==> config.mk <==
export PLATFORM = sky130hd
export DESIGN_NAME = sipo_frame_rx_flat
export DESIGN_NICKNAME = d
export VERILOG_FILES = /design/src/rtl/sipo_frame_rx_if.sv /design/src/rtl/sipo_frame_rx.sv /design/src/flat_wrapper.sv
export SDC_FILE = /design/constraint.sdc
export NUM_CORES = 1
export LEC_CHECK = 0
export ABC_AREA = 1
export BUFFER_PORTS_ARGS = -buffer_cell sky130_fd_sc_hd__clkbuf_2
export CELL_PAD_IN_SITES_DETAIL_PLACEMENT = 1
export CELL_PAD_IN_SITES_GLOBAL_PLACEMENT = 2
export CORE_MARGIN = 2
export CORE_UTILIZATION = 26
export DETAILED_ROUTE_END_ITERATION = 8
export PLACE_DENSITY = 0.71
export SYNTH_ARGS = -nofsm -noshare
export SYNTH_HDL_FRONTEND = slang
export SYNTH_SLANG_ARGS = --single-unit
==> constraint.sdc <==
create_clock -name clk -period 2.2 [get_ports clk]
set_input_delay 0.33 -clock clk [delete_from_list [all_inputs] [get_ports clk]]
set_output_delay 0.33 -clock clk [all_outputs]
set_load 0.02 [all_outputs]
==> src/rtl/sipo_frame_rx_if.sv <==
// sipo_frame_rx_if: serial line in, parallel valid/ready word out, error pulses
interface sipo_frame_rx_if #(parameter int DATA_W = 8);
  logic in;
  logic ready;
  logic [DATA_W-1:0] data_out;
  logic valid;
  logic overrun;
  logic frame_err;
  modport master(input in, ready, output data_out, valid, overrun, frame_err);
  modport slave(output in, ready, input data_out, valid, overrun, frame_err);
endinterface

==> src/rtl/sipo_frame_rx.sv <==
// sipo_frame_rx: serial frame receiver with held valid/ready word; define PARITY_RX_EN for even-parity checking
module sipo_frame_rx #(parameter int DATA_W = 8) (
  input logic clk,
  input logic rst,
  sipo_frame_rx_if.master bus
);
  localparam int CW = $clog2(DATA_W);
  typedef enum logic [1:0] {IDLE, DATA, PARITY, STOP} state_t;
  state_t state_q, state_d;
  logic [CW-1:0] cnt_q, cnt_d;
  logic [DATA_W-1:0] sh_q, sh_d, data_q, data_d;
  logic valid_q, valid_d, ovr_q, ovr_d, ferr_q, ferr_d, good, hold;
`ifdef PARITY_RX_EN
  localparam state_t AFTER_DATA = PARITY;
  logic par_q, par_d;
  assign good = !bus.in && (par_q == ^sh_q);
`else
  localparam state_t AFTER_DATA = STOP;
  assign good = !bus.in;
`endif
  assign hold = valid_q && !bus.ready;
  always_comb begin
    state_d = state_q;
    cnt_d = cnt_q;
    sh_d = sh_q;
    data_d = data_q;
    valid_d = hold;
    ovr_d = 1'b0;
    ferr_d = 1'b0;
`ifdef PARITY_RX_EN
    par_d = par_q;
`endif
    case (state_q)
      IDLE: begin
        state_d = bus.in ? DATA : IDLE;
        cnt_d = '0;
      end
      DATA: begin
        sh_d = {bus.in, sh_q[DATA_W-1:1]};
        cnt_d = cnt_q + 1'b1;
        state_d = (cnt_q == CW'(DATA_W - 1)) ? AFTER_DATA : DATA;
      end
      PARITY: begin
`ifdef PARITY_RX_EN
        par_d = bus.in;
`endif
        state_d = STOP;
      end
      STOP: begin
        state_d = IDLE;
        ferr_d = !good;
        ovr_d = good && hold;
        data_d = (good && !hold) ? sh_q : data_q;
        valid_d = hold || good;
      end
    endcase
  end
  always_ff @(posedge clk) begin
    if (!rst) begin
      state_q <= IDLE;
      cnt_q <= '0;
      sh_q <= '0;
      data_q <= '0;
      valid_q <= 1'b0;
      ovr_q <= 1'b0;
      ferr_q <= 1'b0;
`ifdef PARITY_RX_EN
      par_q <= 1'b0;
`endif
    end else begin
      state_q <= state_d;
      cnt_q <= cnt_d;
      sh_q <= sh_d;
      data_q <= data_d;
      valid_q <= valid_d;
      ovr_q <= ovr_d;
      ferr_q <= ferr_d;
`ifdef PARITY_RX_EN
      par_q <= par_d;
`endif
    end
  end
  assign bus.data_out = data_q;
  assign bus.valid = valid_q;
  assign bus.overrun = ovr_q;
  assign bus.frame_err = ferr_q;
endmodule
==> src/flat_wrapper.sv <==
// flat-port wrapper written by rule: the top's interface ports become plain ports
module sipo_frame_rx_flat 
#(parameter int DATA_W = 8)
  (clk, rst, bus_in, bus_ready, bus_data_out, bus_valid, bus_overrun, bus_frame_err);
  sipo_frame_rx_if #(.DATA_W(DATA_W)) bus_i ();
  input logic clk;
  input logic rst;
  input wire logic [$bits(bus_i.in)-1:0] bus_in;
  input wire logic [$bits(bus_i.ready)-1:0] bus_ready;
  output wire logic [$bits(bus_i.data_out)-1:0] bus_data_out;
  output wire logic [$bits(bus_i.valid)-1:0] bus_valid;
  output wire logic [$bits(bus_i.overrun)-1:0] bus_overrun;
  output wire logic [$bits(bus_i.frame_err)-1:0] bus_frame_err;
  assign bus_i.in = bus_in;
  assign bus_i.ready = bus_ready;
  assign bus_data_out = bus_i.data_out;
  assign bus_valid = bus_i.valid;
  assign bus_overrun = bus_i.overrun;
  assign bus_frame_err = bus_i.frame_err;
  sipo_frame_rx #(.DATA_W(DATA_W)) u_core (.clk(clk), .rst(rst), .bus(bus_i));
endmodule
Yosys cells after proc, flatten, opt, wreduce, memory -nomap -nowiden
Cells that the tools add are included.

storage, ports and cells
  bits in registers = 24
  input bits = 4
  output and inout bits = 11
  logic and storage cells = 28

operators by class
  $add $sub $neg = 1
  eq/ne operators = 4
  multiplexer cells = 5
  reductions and logical operators = 11

operator list
  operator                                                         number
  2-bit case mux with 4 select lines                               1
  3-bit case mux with 2 select lines                               1
  2-bit == test, second input constant                             2
  2-bit AND reduction                                              2
  3-bit by 1-bit adder with 3-bit output, second input constant    1
  3-bit == test, second input constant                             1
  1-bit logical AND                                                3
  1-bit zero test                                                  3
  2-bit by 1-bit == test with 1-bit output, second input constant  1
  2-bit zero test                                                  1
  1-bit 2-to-1 mux                                                 2
  2-bit 2-to-1 mux                                                 1
  2-bit nonzero test                                               1
  1-bit logical OR                                                 1

Longest topological paths before layout
  word-level depth = 5
  gate-level depth with buffers = 7
  depth with buffers taken out = 6

Least setup slack after synthesis
No wires, ideal clock.

  path kind = reg2reg
  from = reg u_core.state_q[0]
  to = reg u_core.data_q[7], in the netlist u_core.bus.data_out[7]
  library setup time = 0.115 ns
  arrival = 0.986 ns
  required time = 2.085 ns
  path slack = 1.099 ns
  cell stages (with the launch flop) = 8
  path buffers = 1
  period minus slack after synthesis = 1.101 ns
  cell sequence = dfxtp_1 > ha_1 > inv_1 > nor2_4 > buf_6 > nand3_1 > nand2_1 > nor2_1

between the ends
  longest elaborated chain between the ends = 2

ends and longest elaborated chain
  what                           line                 RTL
  from (decl)                    sipo_frame_rx.sv:9   state_t state_q, state_d;
  from (signal assigned)         sipo_frame_rx.sv:71  state_q <= state_d;
  2-bit == test                  sipo_frame_rx.sv:33  case (state_q)
  2-bit AND reduction (no line)  --
  to (signal assigned)           sipo_frame_rx.sv:74  data_q <= data_d;
  to (decl)                      sipo_frame_rx.sv:11  logic [DATA_W-1:0] sh_q, sh_d, data_q, data_d;

No other way between the ends.
A chain may end at the register's enable or synchronous reset.

==> key figures <==
Critical path
  – Biggest fanout along the worst timing path: 21
  – Crit path DAT: 1.61 ns
  – Cell breakdown of the critical path: inv_1, ha_1, nor2_1, nor2_1, nor2_1
  – Worst Path Required: 2.35 ns
  – CP most frequent cell: nor2_1
  – R2R Path End: u_core.cnt_q[0]
  – Reg2Reg Depth: 5
  – Reg-to-reg slack, setup: 0.74 ns
  – Setup Crit Path Kind: reg -> reg
  – Worst path max stage delay: 0.56 ns
  – CP startpoint kind: flip-flop
  – Worst path slowest cell: ha_1
  – Worst setup endpoint: u_core.cnt_q[0]
  – Critical Path End Type: flip-flop

Floorplan
  – FP Rows: 22
  – Core area: 3630 µm²
  – Die width: 65.4 µm
  – # IOs: 15
  – DIE HEIGHT: 65.4 µm
  – Starting density of the core: 27.0%
  – Die area: 4280 µm²

STA
  – Post-route setup slack: 0.738 ns
  – Setup Viol. Count Final: 0
  – Worst rel slew slack: 59.0%
  – Setup Skew: 0.00441 ns
  – Hold Fails Final Rpt: 0
  – Final TNS setup: 0 ns
  – Worst-Margin Slew: 0.614 ns
  – Hold_ws: 0.387 ns
  – Fmax: 684 MHz
  – Max Slew Vio Count: 0
  – Period utilisation layout: 66.4%
  – Post-route minimum period: 1.46 ns
  – RSZ-0062 raised after global routing: false

CTS
  – Inserted Clock Buffers: 3
  – Root buffer cell: clkbuf_8
  – Hold-fix buffers, CTS: 0
  – Reg clk slew, reported paths: 0.08 ns
  – TritonCTS Sinks: 24
  – Clock Latency Late Sink: 0.26 ns
  – Longest Clk Path Bufs: 2
  – Max H-tree Level: 1
  – Setup repair bufs after CTS: 0
  – Post-cts repair resize count: 0
  – CTS tree: done

Layout
  – Diode count: 0
  – Register Area: 480 µm²
  – Layout cells sized above 1: 16.0%
  – # fillers: 467
  – Area grow syn2layout: 13.1%
  – Multi-input gate area: 398 µm²
  – Nets: 143

Routing
  – Residual DRC count: 0
  – Via-to-Cell Ratio: 4.40
  – Drt pass-1 iters: 4
  – Final antenna-violating net count: 0
  – Wire length per cell: 11.1 µm
  – DR vias: 787
  – Routed wire length: 1.98 mm
  – 1st-iter DRT viols: 21

Placed design
  – Final HPWL DP: 1.47 mm
  – Gpl congestion: 0.714
  – PortBufs: 14
  – Placement Setup Slack: 0.726 ns

Pwr
  – Power per cell area: 823 nW/µm²
  – Peak VDD IR: 0.245 mV
  – LEAKAGE: 0.470 nW

Logic synthesis
  – Register area share after synthesis: 49.0%
  – Synthesized area per cell: 8.17 µm²
  – Distinct cells, synth: 16
  – Post-Syn Area: 981 µm²
  – Area contributors post-synth: dfxtp_1 49%, a21oi_1 11%, ha_1 7.7%
  – Syn. warnings: 0
  – Cell count after synthesis: 120
  – Yosys reg bits: 24
  – Post-synth top area share: 49.0%
  – Area leader, netlist: dfxtp_1
  – Post-synth net total: 130

Outcome
  – Status: complete, no violations

Hold path
  – Hold crit path type: in -> reg

Run
  – Max Cap Viol: 0

Global route
  – Largest net degree at the start of global routing: 22
  – Initial antenna violation count: 0
  – First-pass GRT wire length: 3.56 mm
  – Gr usage total: 10.5%
  – Gr ovfl total: 0
  – Vias in the first global route: 784
## cell usage after synthesis
cell / number
a21oi_1: 21
buf_2: 3
buf_6: 2
clkbuf_2: 1
dfxtp_1: 24
ha_1: 6
inv_1: 15
inv_2: 1
nand2_1: 12
nand2_2: 1
nand3_1: 8
nor2_1: 12
nor2_4: 1
nor3_1: 1
nor3_2: 1
o21ai_0: 11
## kinds of logic (layout without fill, tap and decap cells)
family                     Yosys count  count (layout)  share of synthesized area (%)
AOI/OAI and AO/OA                   32              32                           16.3
adders and majority gates            6               6                           7.65
buffers and inverters               22              33                           10.5
DFF                                 24              24                           49.0
and+or+nand+nor                     36              36                           16.6
## state kept, by name, indices dropped and copies added (netlist names), named ones only
name and count:
u_core.bus.data_out 8, u_core.bus.frame_err 1, u_core.bus.overrun 1, u_core.bus.valid 1, u_core.cnt_q 3, u_core.sh_q 8
u_core.state_q 1
## metal layers
layer | wire length [µm] | vias to the layer above | GRT usage (%)
met2 | 992 | 10 | 18.9
met1 | 948 | 369 | 12.6
met5 | 0 | - | 0
li1 | - | 408 | -
met4 | 0 | 0 | 3.91
met3 | 37 | 0 | 1.54
## stage by stage
stage	area, µm²	cells	util (%)	total power [mW]
6_report	1110	179	30.5	0.913
4_1_cts	1110	179	30.5	0.931
3_5_place_dp	1070	176	29.4	0.679
2_1_floorplan	981	120	-	0.638
3_3_place_gp	1070	176	29.4	0.666
5_1_grt	1110	179	30.5	0.982
## how the worst min path moves through the flow
stage / startpoint / end / slack, ns / cells past startpoint
after CTS: bus_in / u_core.bus.frame_err / 0.39 / 3
after detailed placement: u_core.sh_q[6] / u_core.sh_q[5] / 0.46 / 2
final: bus_in / u_core.bus.frame_err / 0.39 / 3
after global placement: u_core.cnt_q[2] / u_core.cnt_q[2] / 0.46 / 2
after floorplan: u_core.sh_q[1] / u_core.sh_q[0] / 0.44 / 2
after global routing: bus_in / u_core.bus.frame_err / 0.40 / 3
## power breakdown
| group | switching (mW) | internal, mW |
|---|---|---|
| registers | 0.0266 | 0.481 |
| clock network | 0.125 | 0.122 |
| logic | 0.105 | 0.0526 |
## cell type report
type | count | share of cell area, %
inverter | 16 | 5.41
tap | 48 | 5.41
sequential | 24 | 43.3
timing repair buffer | 14 | 6.31
multi-input combinational | 74 | 35.9
clock buffer | 3 | 3.72
## cells in the final DEF, fill, tap and decap left out, types with 3 or more instances in the layout
cell type  instances
inv_1             15
nand2_1           12
clkbuf_2          14
o21ai_0           11
nor2_1            12
nand3_1            8
a21oi_1           21
dfxtp_1           24
ha_1               6
clkbuf_8           3
## critical path: cells and delay by family (launching register included)
family	cells	cell delay, ns
flops	1	0.33
buf+inv	1	0.10
fa+ha+maj	1	0.56
simple gates	3	0.36
(Power assumes the default switching activity.)
